**config.mk**
```make
export PLATFORM = sky130hd
export DESIGN_NAME = io_port_bridge_flat
export DESIGN_NICKNAME = d
export VERILOG_FILES = /design/src/rtl/io_bridge_pkg.sv /design/src/rtl/io_port_bridge_if.sv /design/src/rtl/debounce_fsm.sv /design/src/rtl/io_port_bridge.sv /design/src/flat_wrapper.sv
export SDC_FILE = /design/constraint.sdc
export NUM_CORES = 1
export LEC_CHECK = 0
export BUFFER_PORTS_ARGS = -buffer_cell sky130_fd_sc_hd__clkbuf_2
export CAP_MARGIN = 20
export CORE_ASPECT_RATIO = 0.9
export CORE_MARGIN = 1
export CORE_UTILIZATION = 40
export CTS_CLUSTER_DIAMETER = 120
export DETAILED_ROUTE_END_ITERATION = 10
export PLACE_DENSITY = 0.74
export RECOVER_POWER = 50
export SKIP_CTS_REPAIR_TIMING = 1
export SYNTH_ARGS = -nofsm -noshare
export SYNTH_HDL_FRONTEND = slang
export SYNTH_SLANG_ARGS = --single-unit
```
**constraint.sdc**
```tcl
create_clock -name clk -period 6.3 [get_ports clk]
set_input_delay 1.575 -clock clk [delete_from_list [all_inputs] [get_ports clk]]
set_output_delay 1.575 -clock clk [all_outputs]
set_load 0.03 [all_outputs]
```
**src/rtl/io_bridge_pkg.sv**
```systemverilog
// Shared types and default register map for the memory-mapped IO port bridge.
package io_bridge_pkg;

  typedef enum logic {
    StStable   = 1'b0,
    StCounting = 1'b1
  } db_state_e;

  localparam logic [31:0] DefaultAddrPortout = 32'h0000_0FF0;
  localparam logic [31:0] DefaultAddrPortin  = 32'h0000_0FF4;
  localparam logic [31:0] DefaultAddrStatus  = 32'h0000_0FF8;

  // Word compare: callers pass address bits [31:2] only.
  function automatic logic word_match(input logic [29:0] a, input logic [29:0] b);
    return a == b;
  endfunction

endpackage

```
**src/rtl/io_port_bridge_if.sv**
```systemverilog
// Processor-side load/store bus seen by the IO port bridge.
interface io_port_bridge_if;

  logic [31:0] Address;
  logic [31:0] WriteData;
  logic        MemWrite;
  logic        MemRead;
  logic [31:0] ReadData;
  logic        Hit;

  modport master (
    output Address, WriteData, MemWrite, MemRead,
    input  ReadData, Hit
  );

  modport slave (
    input  Address, WriteData, MemWrite, MemRead,
    output ReadData, Hit
  );

endinterface

```
**src/rtl/debounce_fsm.sv**
```systemverilog
// Two-flop synchronizer plus debounce FSM; in_reg only follows input that stays
// stable for DEBOUNCE_CYCLES consecutive synchronized samples.
module debounce_fsm
  import io_bridge_pkg::*;
#(
  parameter int unsigned DEBOUNCE_CYCLES = 4
) (
  input  logic       clk,
  input  logic       reset,
  input  logic [7:0] port_in,
  output logic [7:0] in_reg,
  output logic       counting,
  output logic       accept
);

  localparam logic [7:0] LastCnt = 8'(DEBOUNCE_CYCLES - 1);

  logic [7:0] sync1;
  logic [7:0] sync2;
  logic [7:0] cand;
  logic [7:0] cnt;
  db_state_e  state;

  always_ff @(posedge clk or negedge reset) begin
    if (!reset) begin
      sync1  <= '0;
      sync2  <= '0;
      cand   <= '0;
      cnt    <= '0;
      in_reg <= '0;
      state  <= StStable;
    end else begin
      sync1 <= port_in;
      sync2 <= sync1;
      unique case (state)
        StStable: begin
          if (sync2 != in_reg) begin
            cand  <= sync2;
            cnt   <= 8'd1;
            state <= StCounting;
          end
        end
        StCounting: begin
          if (sync2 == cand) begin
            if (cnt == LastCnt) begin
              in_reg <= cand;
              state  <= StStable;
            end else begin
              cnt <= cnt + 8'd1;
            end
          end else if (sync2 == in_reg) begin
            // Input bounced back to the accepted value: drop the candidate silently.
            cnt   <= '0;
            state <= StStable;
          end else begin
            cand <= sync2;
            cnt  <= 8'd1;
          end
        end
      endcase
    end
  end

  assign counting = (state == StCounting);
  assign accept   = counting && (sync2 == cand) && (cnt == LastCnt);

endmodule

```
**src/rtl/io_port_bridge.sv**
```systemverilog
// Memory-mapped IO bridge: output register, debounced input register and status.
// Define IO_BRIDGE_PORTOUT_READBACK_EN to make the output register readable.
module io_port_bridge
  import io_bridge_pkg::*;
#(
  parameter int unsigned DEBOUNCE_CYCLES = 4,
  parameter logic [31:0] ADDR_PORTOUT    = DefaultAddrPortout,
  parameter logic [31:0] ADDR_PORTIN     = DefaultAddrPortin,
  parameter logic [31:0] ADDR_STATUS     = DefaultAddrStatus
) (
  input  logic                    clk,
  input  logic                    reset,
  io_port_bridge_if.slave         bus,
  input  logic [7:0]              PortIn,
  output logic [31:0]             PortOut,
  output logic                    InputNew
);

  logic       hit_out;
  logic       hit_in;
  logic       hit_st;
  logic [7:0] in_reg;
  logic       counting;
  logic       accept;
  logic       status_clear;
  logic       unused_addr_lsb;

  debounce_fsm #(
    .DEBOUNCE_CYCLES(DEBOUNCE_CYCLES)
  ) u_debounce (
    .clk     (clk),
    .reset   (reset),
    .port_in (PortIn),
    .in_reg  (in_reg),
    .counting(counting),
    .accept  (accept)
  );

  assign unused_addr_lsb = ^bus.Address[1:0];

  assign hit_out = word_match(bus.Address[31:2], ADDR_PORTOUT[31:2]);
  assign hit_in  = word_match(bus.Address[31:2], ADDR_PORTIN[31:2]);
  assign hit_st  = word_match(bus.Address[31:2], ADDR_STATUS[31:2]);
  assign bus.Hit = hit_out | hit_in | hit_st;

  assign status_clear = bus.MemRead && hit_st;

  always_comb begin
    bus.ReadData = '0;
    if (bus.MemRead) begin
      if (hit_in) begin
        bus.ReadData = {24'b0, in_reg};
      end else if (hit_st) begin
        bus.ReadData = {30'b0, counting, InputNew};
      end else if (hit_out) begin
`ifdef IO_BRIDGE_PORTOUT_READBACK_EN
        bus.ReadData = PortOut;
`else
        bus.ReadData = '0;
`endif
      end
    end
  end

  always_ff @(posedge clk or negedge reset) begin
    if (!reset) begin
      PortOut  <= '0;
      InputNew <= 1'b0;
    end else begin
      if (bus.MemWrite && hit_out) begin
        PortOut <= bus.WriteData;
      end
      // A fresh acceptance outranks a read-to-clear on the same edge.
      if (accept) begin
        InputNew <= 1'b1;
      end else if (status_clear) begin
        InputNew <= 1'b0;
      end
    end
  end

endmodule

```
**src/flat_wrapper.sv**
```systemverilog
// flat-port wrapper written by rule: the top's interface ports become plain ports
module io_port_bridge_flat import io_bridge_pkg::*;
#(
  parameter int unsigned DEBOUNCE_CYCLES = 4,
  parameter logic [31:0] ADDR_PORTOUT    = DefaultAddrPortout,
  parameter logic [31:0] ADDR_PORTIN     = DefaultAddrPortin,
  parameter logic [31:0] ADDR_STATUS     = DefaultAddrStatus
)
  (clk, reset, PortIn, PortOut, InputNew, bus_Address, bus_WriteData, bus_MemWrite, bus_MemRead, bus_ReadData, bus_Hit);
  io_port_bridge_if bus_i ();
  input  logic clk;
  input  logic reset;
  input  logic [7:0] PortIn;
  output logic [31:0] PortOut;
  output logic InputNew;
  input wire logic [$bits(bus_i.Address)-1:0] bus_Address;
  input wire logic [$bits(bus_i.WriteData)-1:0] bus_WriteData;
  input wire logic [$bits(bus_i.MemWrite)-1:0] bus_MemWrite;
  input wire logic [$bits(bus_i.MemRead)-1:0] bus_MemRead;
  output wire logic [$bits(bus_i.ReadData)-1:0] bus_ReadData;
  output wire logic [$bits(bus_i.Hit)-1:0] bus_Hit;
  assign bus_i.Address = bus_Address;
  assign bus_i.WriteData = bus_WriteData;
  assign bus_i.MemWrite = bus_MemWrite;
  assign bus_i.MemRead = bus_MemRead;
  assign bus_ReadData = bus_i.ReadData;
  assign bus_Hit = bus_i.Hit;
  io_port_bridge #(.DEBOUNCE_CYCLES(DEBOUNCE_CYCLES), .ADDR_PORTOUT(ADDR_PORTOUT), .ADDR_PORTIN(ADDR_PORTIN), .ADDR_STATUS(ADDR_STATUS)) u_core (.clk(clk), .reset(reset), .bus(bus_i), .PortIn(PortIn), .PortOut(PortOut), .InputNew(InputNew));
endmodule
```
# Word-level counts from Yosys, hierarchy flattened
# Cells that the tools add are included.
totals:
  register_bits: 74
  in_bits: 76
  wordCells: 50
classes:
  n_reduce_logical: 8
  mux: 19
  eq_ne: 11
  addsub: 1
  n_bitwise: 3
op_table:
  columns: ["op", "n"]
  rows:
  - ["$eq A30 B10 Y1 const B", 3]
  - ["$mux W32", 2]
  - ["$mux W8", 6]
  - ["$pmux W8 S2", 2]
  - ["$eq A8 B8 Y1", 2]
  - ["$add A8 B1 Y8 const B", 1]
  - ["$eq A8 B2 Y1 const B", 1]
  - ["$ne A8 B8 Y1", 1]
  - ["$mux W1", 7]
  - ["$ne A2 B2 Y1 const B", 3]
  - ["$reduce_and A3 Y1", 2]
  - ["$logic_and A1 B1 Y1", 4]
  - ["$ne A3 B3 Y1 const B", 1]
  - ["$mux W2", 1]
  - ["$or A1 B1 Y1", 2]
  - ["$pmux W1 S2", 1]
  - ["$reduce_and A2 Y1", 1]
  - ["$reduce_bool A2 Y1", 1]
  - ["$not A1 Y1", 1]

# Logic depth before layout (Yosys ltp)
depth:
  word_depth: 4
  mapped_depth: 7

# By module
# A second synthesis with hierarchy kept.
unflattened:
  hier_cells: 251
  area_unflattened_um2: 3326.9
by_module_without_submodules:
  columns: ["module", "cells_each", "instances", "area_per_inst_um2", "seq_area_each_um2"]
  rows:
  - ["debounce_fsm", 128, 1, 1722.9, 1026.0]
  - ["io_port_bridge", 123, 1, 1604.0, 825.8]

# Worst setup path before layout
# OpenSTA, ideal clock, no wires.
synth_path:
  kind: "input port to output port"
  from: "input bus_Address[15]"
  to: "output bus_ReadData[0]"
  stages: 5
  n_path_buf: 0
  required_ns: 4.725
  t_arrival_ns: 3.336
  path_slack_ns: 1.389
  path_cell_list: "or4b_1 nor4_1 nand4_1 or2_2 nor2_1"
synth_via:
  elab_chain_cells: 4
  word_cells_on_any_way: 5
synth_lines:
  columns: ["element", "line", "source"]
  rows:
  - ["start: declaration", "flat_wrapper.sv:16", "input wire logic [$bits(bus_i.Address)-1:0] bus_Address;"]
  - ["$eq A30 B10 Y1", "io_bridge_pkg.sv:15", "return a == b;"]
  - ["$mux W2", "io_port_bridge.sv:53", "end else if (hit_st) begin"]
  - ["$mux W32 *", "io_port_bridge.sv:51", "if (hit_in) begin"]
  - ["$mux W32 *", "io_port_bridge.sv:50", "if (bus.MemRead) begin"]
  - ["end: declaration", "flat_wrapper.sv:20", "output wire logic [$bits(bus_i.ReadData)-1:0] bus_ReadData;"]
# Every way passes the cells marked *; elsewhere a longest branch is shown, timed or not.

# Worst setup path in the final report
layout_path:
  from: "input bus_Address[15]"
  to: "output bus_ReadData[6]"
layout_via:
  elab_chain_cells: 3
layout_lines:
  columns: ["element", "line"]
  rows:
  - ["$eq A30 B10 Y1", "io_bridge_pkg.sv:15"]
  - ["$mux W32", "io_port_bridge.sv:51"]
  - ["$mux W32", "io_port_bridge.sv:50"]
# Every way passes these cells.

==> out/metrics.yaml <==
power:
  clockPowerShare: 0.389
  intPower_uw: 697
  switchingPower_uw: 212
  seqPwrFrac: 0.538
  peakVddDrop_v: 0.000139
  power_leakage_uw: 0.00215
  pwr-share-comb: 0.072
  p_per_area_mw_per_mm2: 225
  p_total_uw: 910
  sw_frac_of_total: 0.233
place:
  numPortBuffers: 115
  place_congestion: 0.804
  place_area_sq_mm: 0.00386
  place_hpwl_microns: 4810
grt:
  grt_pass1_vias: 2409
  overflow: 0
  grt_start_max_net_pins: 75
  grt_pass1_wl_microns: 10700
  grtUsageTotal: 0.158
  met3_usage: 0.0559
  busiest_layer: "met2"
  antenna_found_initial: 0
  grt.met2_usage: 0.263
  grtUsageMet1: 0.188
floorplanning:
  rows: 30
  fp.dieW_microns: 97.6
  io_pins: 142
  dieArea_sq_mm: 0.00858
  die_y_microns: 88.0
  start_util: 0.425
  coreArea_sq_mm: 0.00773
worst_setup_path:
  slowest_delay_ns: 0.51
  worstReg2RegStart: "u_core.u_debounce.sync2[7]"
  critPathTopFamily: "simple AND/OR/NAND/NOR gates"
  critical_path_class: "in2out"
  critPathBufInv: 2
  worstPathArrival_ns: 3.60
  cp-start-kind: "primary input"
  crit_chain: "clkbuf_2 > or4b_1 > nor4_1 > nand4_1 > nor2_1 > and2_1 > clkbuf_2"
  worstPathMaxFanout: 6
  path_common_cell: "clkbuf_2"
  ff2ff_setup_slack_ns: 3.95
  reg2reg_depth: 5
  slowest_stage: "or4b_1"
  r2r-end: "u_core.u_debounce.cnt[1]"
  critical_path_required_ns: 4.72
  cp-end-kind: "primary output"
detailed_routing:
  dr.pass1.iters: 4
  viasPerCell: 4.86
  wl_per_cell_microns: 13.4
  drc: 0
  drt_iter0_markers: 62
  routed-via-count: 2302
  postRouteAntennaNets: 0
  routed_wl_microns: 6360
sta:
  fin_crit_sh: 0.821
  finClkSkew_ns: 0.00677
  fin_crit_ns: 5.17
  rsz0062_at_grt: "no"
  slew_headroom: -1.57
  worstMarginPinSlew_ns: 3.85
  max_freq_ghz: 0.193
  finalMaxSlewViolations: 75
  finalHoldViolations: 0
  timing.setup.tns_ns: 0
  finalSetupViolations: 0
clock_tree:
  cts_root_buffer: "clkbuf_8"
  cts.clk_slew.worst_paths_ns: 0.07
  insertion_delay_ns: 0.34
  cts_max_path_buffers: 2
  cts_buffers: 9
  htreeDepth: 3
  clkSinkCount: 74
  cts_tree: "done"
logic_synthesis:
  yosysTopAreaCellShare: 0.563
  syn_area_sq_mm: 0.00329
  seq_area_frac_synth: 0.563
  synth-edff-count: 0
  yosysTopAreaCell: "dfrtp_1"
  ys_seq_elements: 74
  yosysWarnings: 0
  ys_types: 40
  synthCells: 253
  synth_area_leaders: "dfrtp_1 56%, mux2_2 16%, buf_4 5.5%"
  synthArstFlopShare: 1.00
  synth_top_cells_by_count: "74 x dfrtp_1, 47 x mux2_2, 24 x buf_4"
  synth_ff_type: "dfrtp_1"
  syn_area_per_cell_sq_um: 13.0
  yosysMostFrequentCell: "dfrtp_1"
run:
  maxCapViolations: 1
final_layout:
  final_nets: 451
  drive_gt1_frac: 0.476
  post-route-util: 0.523
  largest_register_ffs: 32
  num_antenna_cells: 0
  largest-register: "u_core.PortOut"
  fin_area_sq_mm: 0.00405
  areaGrowthSynthToFinish_pct: 23.1
run_status:
  violations: "capacitance limit, slew limit"
  outcome: "finished, violations left"
min_path:
  min_from: "u_core.u_debounce.sync1[5]"
  min_path_type: "reg2reg"
  holdPathEnd: "u_core.u_debounce.sync2[5]"
  min_path_cells: 0
per-stage QoR:
stage	instances	setup WS, ns	hold WS (ns)
finish	474	1.13	0.347
CTS	474	1.07	0.351
floorplan	276	1.39	0.331
detailed placement	459	1.07	0.336
global route	474	0.585	0.360
global placement	459	1.05	0.333
worst max-delay path by stage:
| stage | depth (start not counted) | to | slack, ns | startpoint |
|---|---|---|---|---|
| global route | 2 | u_core.PortOut[30] | 0.59 | reset |
| finish | 7 | bus_ReadData[6] | 1.13 | bus_Address[15] |
| global placement | 7 | bus_ReadData[2] | 1.05 | bus_Address[15] |
| floorplan | 5 | bus_ReadData[0] | 1.39 | bus_Address[15] |
| CTS | 7 | bus_ReadData[2] | 1.07 | bus_Address[15] |
| detailed placement | 7 | bus_ReadData[2] | 1.07 | bus_Address[15] |
power groups by stage:
stage               clock network, uW  registers [uW]  logic [uW]
CTS                               364             489        67.0
finish                            354             490        65.9
global placement                    0             498        65.4
global route                      385             490        74.0
floorplan                           0             497        43.9
detailed placement                  0             499        66.8
area by class of cell:
type | instances | area, sq um
Clock buffer | 10 | 138
Clock inverter | 5 | 55.1
Fill cell | 679 | 3680
Inverter | 4 | 15.0
Multi-Input combinational cell | 168 | 1280
Sequential cell | 74 | 1850
Tap cell | 96 | 120
Timing Repair Buffer | 117 | 587
per-layer routing:
layer / vias up / share of wire
li1: 1099 / -
met1: 1091 / 0.43
met2: 97 / 0.47
met3: 15 / 0.076
met4: 0 / 0.021
met5: - / 0
cell usage in the layout, fill, tap and decap left out, drive strengths merged, types with 2 or more instances in the layout:
master,Yosys,final
clkinvlp,0,2
clkbuf,3,125
nand4b,2,2
nor4b,2,2
o21ai,4,4
clkinv,0,2
nand3,5,5
inv,4,4
nor4,9,9
buf,27,2
mux2,48,48
and2,7,7
a22oi,2,2
nor2,5,5
nor3,2,2
o221ai,3,3
nor2b,3,3
xor2,16,16
and3,5,5
nand2,11,11
nand4,4,4
conb,1,24
dfrtp,74,74
cell families after synthesis:
group / Yosys count / synth area share
other cells: 1 / 0.00114
buf+inv: 34 / 0.0731
simple gates: 60 / 0.108
mux: 49 / 0.167
flops: 74 / 0.563
fa+ha+maj: 1 / 0.00381
xor+xnor: 16 / 0.0426
compound gates: 18 / 0.0400
(Power assumes the default switching activity.)
